--- config.mk ---
export PLATFORM = sky130hd
export DESIGN_NAME = bcd_sseg_scanner
export DESIGN_NICKNAME = d
export VERILOG_FILES = /design/src/rtl/bcd_sseg_scanner.sv
export SDC_FILE = /design/constraint.sdc
export NUM_CORES = 1
export LEC_CHECK = 0
export CAP_MARGIN = 20
export CORE_UTILIZATION = 38
export CTS_CLUSTER_SIZE = 24
export DETAILED_ROUTE_END_ITERATION = 7
export GPL_ROUTABILITY_DRIVEN = 0
export MAX_ROUTING_LAYER = met4
export PLACE_DENSITY_LB_ADDON = 0.1
export SLEW_MARGIN = 20
export SYNTH_ARGS = -nofsm -noshare
export SYNTH_HDL_FRONTEND = slang
export SYNTH_SLANG_ARGS = --single-unit
export TNS_END_PERCENT = 50
--- constraint.sdc ---
create_clock -name clk -period 5.11 [get_ports clk]
set_clock_uncertainty 0.05 [all_clocks]
set_input_delay 1.022 -clock clk [delete_from_list [all_inputs] [get_ports clk]]
set_output_delay 1.022 -clock clk [all_outputs]
set_load 0.05 [all_outputs]
--- src/rtl/bcd_sseg_scanner.sv ---
// bcd_sseg_scanner: sequential double-dabble binary-to-BCD converter feeding a
// multiplexed seven-segment scanner. Option macro: BCD_SSEG_SCANNER_LEADING_ZERO_BLANK_EN.
`default_nettype none

module bcd_sseg_scanner #(
    parameter int BIN_WIDTH    = 16,
    parameter int DIGITS       = 5,
    parameter int SCAN_DIVIDER = 1024
) (
    input  logic                 clk,
    input  logic                 reset,
    input  logic [BIN_WIDTH-1:0] value,
    input  logic                 load,
    input  logic [DIGITS-1:0]    dp_mask,
    output logic                 busy,
    output logic [7:0]           sseg_indicator,
    output logic [DIGITS-1:0]    digits
);

    localparam int c_BCD_W = 4 * DIGITS;
    localparam int c_CNT_W = (BIN_WIDTH > 1) ? $clog2(BIN_WIDTH) : 1;
    localparam int c_PRE_W = (SCAN_DIVIDER > 1) ? $clog2(SCAN_DIVIDER) : 1;
    localparam int c_IDX_W = (DIGITS > 1) ? $clog2(DIGITS) : 1;
    localparam logic [c_CNT_W-1:0] c_CNT_LAST = c_CNT_W'(BIN_WIDTH - 1);
    localparam logic [c_PRE_W-1:0] c_PRE_LAST = c_PRE_W'(SCAN_DIVIDER - 1);
    localparam logic [c_IDX_W-1:0] c_IDX_LAST = c_IDX_W'(DIGITS - 1);
    localparam longint unsigned c_POW2 = 64'd1 << BIN_WIDTH;

    function automatic bit f_digits_fit();
        longint unsigned p;
        p = 64'd1;
        for (int i = 0; i < DIGITS; i++) begin
            if (p > c_POW2) return 1'b1;
            p = p * 64'd10;
        end
        return (p > c_POW2);
    endfunction

    generate
        if (BIN_WIDTH < 4 || BIN_WIDTH > 32) begin : g_bad_width
            $error("bcd_sseg_scanner: BIN_WIDTH must be 4..32");
        end
        if (!f_digits_fit()) begin : g_bad_digits
            $error("bcd_sseg_scanner: DIGITS too small for BIN_WIDTH");
        end
        if (SCAN_DIVIDER < 2) begin : g_bad_divider
            $error("bcd_sseg_scanner: SCAN_DIVIDER must be >= 2");
        end
    endgenerate

    function automatic logic [6:0] f_seg(input logic [3:0] n);
        case (n)
            4'd0:    f_seg = 7'b1111110;
            4'd1:    f_seg = 7'b0110000;
            4'd2:    f_seg = 7'b1101101;
            4'd3:    f_seg = 7'b1111001;
            4'd4:    f_seg = 7'b0110011;
            4'd5:    f_seg = 7'b1011011;
            4'd6:    f_seg = 7'b1011111;
            4'd7:    f_seg = 7'b1110000;
            4'd8:    f_seg = 7'b1111111;
            4'd9:    f_seg = 7'b1111011;
            default: f_seg = 7'b0000001;
        endcase
    endfunction

    typedef enum logic [1:0] {
        S_IDLE   = 2'd0,
        S_SHIFT  = 2'd1,
        S_COMMIT = 2'd2
    } state_t;

    state_t                 r_state;
    state_t                 w_next_state;
    logic [BIN_WIDTH-1:0]   r_bin;
    logic [c_BCD_W-1:0]     r_bcd;
    logic [c_BCD_W-1:0]     w_adj;
    logic [c_CNT_W-1:0]     r_cnt;
    logic [DIGITS-1:0]      r_pend_dp;
    logic [c_BCD_W-1:0]     r_disp_bcd;
    logic [DIGITS-1:0]      r_disp_dp;
    logic                   r_busy;
    logic [c_PRE_W-1:0]     r_pre;
    logic [c_IDX_W-1:0]     r_idx;
    logic [c_IDX_W-1:0]     w_next_idx;
    logic [3:0]             w_sel_nib;
    logic                   w_sel_dp;
    logic                   w_sel_blank;
    logic [DIGITS-1:0]      r_digits;
    logic [7:0]             r_sseg;

    always_comb begin
        w_next_state = r_state;
        case (r_state)
            S_IDLE:   if (load) w_next_state = S_SHIFT;
            S_SHIFT:  if (r_cnt == c_CNT_LAST) w_next_state = S_COMMIT;
            S_COMMIT: w_next_state = S_IDLE;
            default:  w_next_state = S_IDLE;
        endcase
    end

    always_ff @(posedge clk or negedge reset) begin
        if (!reset) begin
            r_state <= S_IDLE;
            r_busy  <= 1'b0;
        end else begin
            r_state <= w_next_state;
            r_busy  <= (w_next_state != S_IDLE);
        end
    end

    // Add-3 correction applied to every nibble before each shift.
    always_comb begin
        w_adj = r_bcd;
        for (int i = 0; i < DIGITS; i++) begin
            if (r_bcd[i*4 +: 4] >= 4'd5) w_adj[i*4 +: 4] = r_bcd[i*4 +: 4] + 4'd3;
        end
    end

`ifdef BCD_SSEG_SCANNER_LEADING_ZERO_BLANK_EN
    logic [DIGITS-1:0] w_blank;
    logic [DIGITS-1:0] r_blank;

    // A digit blanks when it and every digit above it are zero; digit 0 never blanks.
    always_comb begin
        w_blank = '0;
        w_blank[DIGITS-1] = (r_bcd[c_BCD_W-4 +: 4] == 4'd0);
        for (int i = DIGITS - 2; i >= 1; i--) begin
            w_blank[i] = w_blank[i+1] && (r_bcd[i*4 +: 4] == 4'd0);
        end
        w_blank[0] = 1'b0;
    end

    always_ff @(posedge clk or negedge reset) begin
        if (!reset) begin
            r_blank <= '0;
        end else if (r_state == S_COMMIT) begin
            r_blank <= w_blank;
        end
    end
`endif

    always_ff @(posedge clk or negedge reset) begin
        if (!reset) begin
            r_bin      <= '0;
            r_bcd      <= '0;
            r_cnt      <= '0;
            r_pend_dp  <= '0;
            r_disp_bcd <= '0;
            r_disp_dp  <= '0;
        end else begin
            case (r_state)
                S_IDLE: begin
                    if (load) begin
                        r_bin     <= value;
                        r_bcd     <= '0;
                        r_cnt     <= '0;
                        r_pend_dp <= dp_mask;
                    end
                end
                S_SHIFT: begin
                    r_bcd <= {w_adj[c_BCD_W-2:0], r_bin[BIN_WIDTH-1]};
                    r_bin <= {r_bin[BIN_WIDTH-2:0], 1'b0};
                    r_cnt <= r_cnt + 1'b1;
                end
                S_COMMIT: begin
                    r_disp_bcd <= r_bcd;
                    r_disp_dp  <= r_pend_dp;
                end
                default: ;
            endcase
        end
    end

    assign w_next_idx = (r_idx == c_IDX_LAST) ? '0 : r_idx + 1'b1;

    always_comb begin
        w_sel_nib   = 4'd0;
        w_sel_dp    = 1'b0;
        w_sel_blank = 1'b0;
        for (int i = 0; i < DIGITS; i++) begin
            if (w_next_idx == c_IDX_W'(i)) begin
                w_sel_nib = r_disp_bcd[i*4 +: 4];
                w_sel_dp  = r_disp_dp[i];
`ifdef BCD_SSEG_SCANNER_LEADING_ZERO_BLANK_EN
                w_sel_blank = r_blank[i];
`endif
            end
        end
    end

    // Select and segments load together at terminal count so they never disagree.
    always_ff @(posedge clk or negedge reset) begin
        if (!reset) begin
            r_pre    <= '0;
            r_idx    <= '0;
            r_digits <= DIGITS'(1);
            r_sseg   <= 8'h00;
        end else if (r_pre == c_PRE_LAST) begin
            r_pre    <= '0;
            r_idx    <= w_next_idx;
            r_digits <= DIGITS'(1) << w_next_idx;
            r_sseg   <= {w_sel_dp, (w_sel_blank ? 7'b0000000 : f_seg(w_sel_nib))};
        end else begin
            r_pre <= r_pre + 1'b1;
        end
    end

    assign busy           = r_busy;
    assign sseg_indicator = r_sseg;
    assign digits         = r_digits;

endmodule

`default_nettype wire

# Yosys cells after proc, flatten, opt, wreduce, memory -nomap -nowiden
# Memories as Yosys holds them, arrays and structs flattened. A register that Yosys moved wholly into a read port is not among the register bits.
# Cells that the tools add are included.
totals:
  regBits: 99
  latch_bits: 0
  ramBits: 0
  romBits: 112
  input_bits: 24
  out_inout_bits: 14
  elab_cells: 70
  n_memories: 1
op_classes:
  addsub: 8
  n_mul: 0
  div_mod_pow: 0
  magnitude_cmp: 5
  n_eq_ne: 10
  shifts: 1
  muxes: 26
  bitwise_logic: 0
  n_reduce_logical: 7
mem_list:
  columns: ["name", "depth", "width", "read_ports", "rd_clocked_by_memory_dff", "write_ports", "line", "source"]
  rows:
  - ["(no name shown)", 16, 7, 1, 1, 0, "52", "case (n)"]
op_table:
  columns: ["operator", "n"]
  rows:
  - ["4-bit two-way mux", 10]
  - ["20-bit case mux with 2 select lines", 1]
  - ["16-bit case mux with 2 select lines", 1]
  - ["4-bit by 3-bit >= comparator with 1-bit output (second input constant)", 5]
  - ["20-bit two-way mux", 1]
  - ["4-bit by 2-bit adder with 4-bit output (second input constant)", 4]
  - ["16-bit two-way mux", 1]
  - ["10-bit by 1-bit adder with 10-bit output (second input constant)", 1]
  - ["10-bit equality test (second input constant)", 1]
  - ["10-bit two-way mux", 1]
  - ["4-bit case mux with 2 select lines", 1]
  - ["3-bit by 2-bit equality test with 1-bit output (second input constant)", 2]
  - ["3-bit equality test (second input constant)", 2]
  - ["3-bit two-way mux", 2]
  - ["1-bit two-way mux", 5]
  - ["1-bit by 3-bit << shifter with 5-bit output (first input constant)", 1]
  - ["4-bit by 1-bit adder with 4-bit output (second input constant)", 1]
  - ["4-bit equality test (second input constant)", 1]
  - ["2-bit two-way mux", 2]
  - ["2-bit case mux with 2 select lines", 1]
  - ["2-bit AND reduction", 2]
  - ["2-bit nonzero test", 2]
  - ["3-bit by 1-bit adder with 3-bit output (second input constant)", 1]
  - ["3-bit by 2-bit adder with 3-bit output (second input constant)", 1]
  - ["other kinds (7)", 7]

# Depth between registers and ports, before layout
logic_depth:
  ltp_word: 8
  ltp_mapped: 12
  ltp_nobuf: 12

# Least setup slack after synthesis
# Ideal clock, no wire load.
synth_path:
  kind: "register -> register"
  startpoint: "reg r_idx[0]"
  endpoint: "reg r_sseg[1], in the netlist sseg_indicator[1]"
  setup_time_ps: 110
  arrival_time_ps: 2841
  required_time_ps: 4950
  setup_slack_ps: 2109
  path_stages_with_launch: 11
  n_path_buf: 0
  period_less_slack_ps: 3001
  cell_sequence: "dfrtp_1 > inv_1 > ha_1 > or3b_1 > nand2_1 > o22ai_1 > o31ai_1 > inv_1 > ha_1 > o21a_1 > o41ai_1"
synth_via:
  elab_chain_cells: 8
  elab_cells_between_ends: 13
  cone_classes: "add/sub (1); eq/ne (5); mux (6); reduce/logical (1)"
synth_rtl:
  columns: ["item", "line", "source"]
  rows:
  - ["start, declared", "84", "logic [c_IDX_W-1:0] r_idx;"]
  - ["start signal, assigned", "201", "r_idx <= w_next_idx;"]
  - ["3-bit by 1-bit adder with 3-bit output / 3-bit equality test (equally long branches)", "175", "assign w_next_idx = (r_idx == c_IDX_LAST) ? '0 : r_idx + 1'b1;"]
  - ["3-bit two-way mux (*)", "175", null]
  - ["3-bit zero test", "182", "if (w_next_idx == c_IDX_W'(i)) begin"]
  - ["4-bit two-way mux (4 in a row)", "182", null]
  - ["4-bit two-way mux (*)", "182", null]
  - ["end, declared", "90", "logic [7:0] r_sseg;"]
# Every way passes the cells marked *; elsewhere a longest branch is shown, timed or not.
# A chain may end at the register's enable or synchronous reset.

# Worst setup path in the final report
# Ends and elaborated chain as after synthesis.

==> run summary <==
The flow ran to the end, and the final reports show no timing, DRC or antenna violations. The die is 115.5 um wide. The tool flagged a number of max-cap violations equal to 0.

The post-route netlist has between 10% and 20% of its cells at a drive strength greater than 1. The area growth from synthesis to layout is 16.70%. The post-CTS setup buffer count came out at 0. The power dissipated by switching net loads is 0.9509 mW. Summing over every cut layer, the via total after detailed routing is between 3000 and 4000.

In this run, the number of DRC markers left after iteration 0 of detailed routing was between 200 and 250. The number of synthesized register bits is a little under 100. The largest total area in the synthesized netlist belongs to dfrtp_1. The count of yosys warnings during synthesis is 0.

The final number of hold-violating endpoints came to 0. The power density over the cells came out at 478.9 mW/mm^2. For this run, design rule violations remaining after detail routing come to 0. The starting density of the core came out at approximately 40%. The prevailing post-synth register cell is dfrtp_1. In this run the core area contains 41 standard-cell rows.

The ratio of final minimum period to clock period came out at 67.83%. The async set-reset flop share out of synthesis came out at 100.0%. The length in cells of the worst reg-to-reg path came out at 10. In this run the remaining antenna-violating nets after routing total 0.

The number of resized instances in the post-cts repair step is 0. The global-route wire length before repair is between 15 and 20 mm. The net count after synthesis came out at between 500 and 600. The total overflow reported by the global router came out at 0.

The CTS root buffer is clkbuf_16. The worst setup path is captured at a flip-flop. The clock tree from TritonCTS is built.

In this run the critical register-to-register path is launched from r_idx[0]. Dividing the detail-routed wire length by the instance count gives about 15 um. Headroom to the max-slew limit came out at slightly below 40%.

The highest clock rate came out at between 200 and 300 MHz. The required time at the endpoint of the critical path is approximately 5300 ps. By count the netlist is led by dfrtp_1, nand2_1, o21ai_0, a21oi_1, ha_1.

The area of the die came out at between 0.01 and 0.015 sq mm. The CTS clock-pin slew for the worst setup and hold paths came out at 70 ps. The path class of the lowest-slack min-delay path is flip-flop to flip-flop. The worst setup path is launched from a flip-flop. The internal power of the cells totals roughly 1.8 mW. Setup repair after global routing left no endpoint under its margin. The detailed-route wire length is between 10 and 15 mm. After synthesis the cells add up to 0.004891 sq mm. The post-DP HPWL is about 7 mm. The cell count after synthesis is around 470. The terminus of the critical flop-to-flop path is sseg_indicator[1].

The leakage power is 2.493 nW. The combinational group share of total power came out at between 30% and 40%. The startpoint of the lowest-slack hold path is digits[0].

The number of max-slew violations in the final report came out at 0. The arrival time of data at the critical path endpoint is 3640 ps. Setup violations remaining at the end of the flow were counted as 0. Among all cell types in the netlist, the one instantiated most often is dfrtp_1.

The pin count of the biggest net entering global routing came out at 72. The critical path is of the flip-flop to flip-flop type. The number of top-level pins came out at 38. The initial antenna violation count came out at 0.

The synthesized area per cell is around 10 sq um. The hold buffer count at CTS came out at 0. The worst-path maximum fanout came out at 7. Ranked by total cell area, the synthesized netlist is headed by dfrtp_1, ha_1, mux2_2, o21ai_0, nand2_1. Across the VDD grid, the largest voltage drop is around 0.38 mV. The start point of the critical path is r_idx[0].

For hold timing, the worst endpoint is digits[0]. The number of I/O port buffers is 37. The pre-antenna-repair detailed-routing pass consisted of 4 iterations.

The via density per instance came out at about 5.2. The number of instances in the placed design is between 600 and 700. The sequential group share of total power is 44.2%. In this run, synthesis inferred 0 flip-flops with an integrated enable. The total global-route track usage is roughly 18%. The floorplan step set the die height to between 100 and 150 um.

The register-to-register setup slack is approximately 1600 ps. The maximum level of the CTS H-tree came out at 3. The cell count of the worst hold path is 2.

The number of global-route vias before repair is between 3000 and 4000. The region available for standard cell placement spans approximately 0.013 sq mm. Buffers inserted during clock tree synthesis total 9. The total negative slack for setup checks is 0 ps. The longest clock path from root to sink contains 2 buffers. The net total in the final layout came out at 544. The worst-margin pin slew came out at just over 900 ps. The part of the power in the clock network came out at between 20% and 30%. Of the synthesized area, sequential elements account for 50.68%. The clock reaches the later pin of the worst-skew pair after 350 ps. The distinct cell type count after synthesis came out at 52.

The synthesized design devotes to its leading area cell type between 50 and 60% of total area. The post-layout instance count excluding filler cells is roughly 680. Of the total power, the share spent switching nets is between 30% and 40%. The post-layout minimum cycle time came out at 3466 ps.

The number of inserted diodes is 0. The clock net in this run drives a total of 99 sinks.
-- per-stage QoR --
stage                     hold slack (ps)  total power [mW]  instance area [sq um]  worst slack [ps]  utilization, %
after floorplan                     391.8             1.823                   4891              2109               -
after detailed placement            397.6             2.079                   5414              1616           43.08
after global routing                434.1             2.939                   5708              1311           45.42
final                               405.3             2.733                   5708              1644           45.42
after global placement              397.6             2.058                   5414              1806           43.08
after CTS                           408.6             2.772                   5708              1589           45.42
-- area by class of cell --
cell class	count	area, sq um
fill	1190	6860
sequential	99	2479
multi-input combinational	328	2251
timing repair buffer	41	397.9
clock buffer	9	225.2
tap	172	215.2
inverter	19	71.32
clock inverter	7	68.82
-- registers in the layout, indices dropped and copies added, names as in the netlist --
register and flops:
r_idx 3, r_cnt 4, r_disp_dp 5, busy 1, r_bcd 20, digits 5
r_bin 16, r_pre 10, r_state 2, sseg_indicator 8, r_pend_dp 5, r_disp_bcd 20
-- power groups by stage --
stage,Combinational [mW],Clock (mW),Sequential (mW)
floorplan,0.677,0,1.15
global placement,0.840,0,1.22
detailed placement,0.855,0,1.22
CTS,0.860,0.702,1.21
global route,0.967,0.731,1.24
finish,0.846,0.679,1.21
-- worst max-delay path by stage --
stage                         to  slack, ps  cells after the start
2_1_floorplan  sseg_indicator[1]       2110                     10
3_3_place_gp   sseg_indicator[1]       1810                     10
3_5_place_dp   sseg_indicator[1]       1620                     10
4_1_cts        sseg_indicator[1]       1590                     10
5_1_grt        sseg_indicator[1]       1310                     10
6_report       sseg_indicator[1]       1640                     10
-- cell usage in the layout, fill, tap and decap left out, drive strengths merged, types with 5 or more instances in the layout --
| cell | netlist | routed |
|---|---|---|
| dfrtp | 98 | 98 |
| xor2 | 8 | 8 |
| o22ai | 9 | 9 |
| o31ai | 12 | 12 |
| a22oi | 16 | 16 |
| o21ai | 47 | 47 |
| a21oi | 24 | 24 |
| nand3 | 7 | 7 |
| nand2 | 54 | 54 |
| clkinv | 1 | 5 |
| clkdlybuf4s50 | 0 | 36 |
| nor2b | 8 | 8 |
| nand2b | 10 | 10 |
| buf | 6 | 5 |
| mux2 | 22 | 22 |
| xnor2 | 9 | 9 |
| and2 | 5 | 5 |
| nor2 | 22 | 22 |
| a32o | 6 | 6 |
| clkbuf | 15 | 9 |
| inv | 18 | 18 |
| ha | 22 | 22 |
-- critical path: stages, from the launching register on --
cell,delay (ps)
dfrtp_1,490
inv_1,140
ha_1,290
or3b_1,410
nand2_1,210
o22ai_1,130
o31ai_1,690
inv_1,150
ha_1,250
o21a_1,190
o41ai_1,350
-- logic make-up after synthesis --
logic type                 count (synthesis)  share of synthesized area [%]
AOI/OAI and AO/OA                        143                          19.88
and+or+nand+nor                          122                          12.00
buffers and inverters                     40                          3.300
DFF                                       99                          50.68
muxes                                     24                          5.475
xor gates and xnor gates                  17                          3.044
adders and majority gates                 22                          5.628
-- layer usage --
layer / global-route usage, % / share of wire, % / vias to the layer above
li1: - / - / 1732
met1: 23.89 / 49 / 1729
met2: 26.55 / 46 / 46
met3: 4.132 / 2.8 / 11
met4: 6.407 / 1.7 / 0
met5: - / 0 / -
Note: power is estimated with default switching activity, not from simulation.
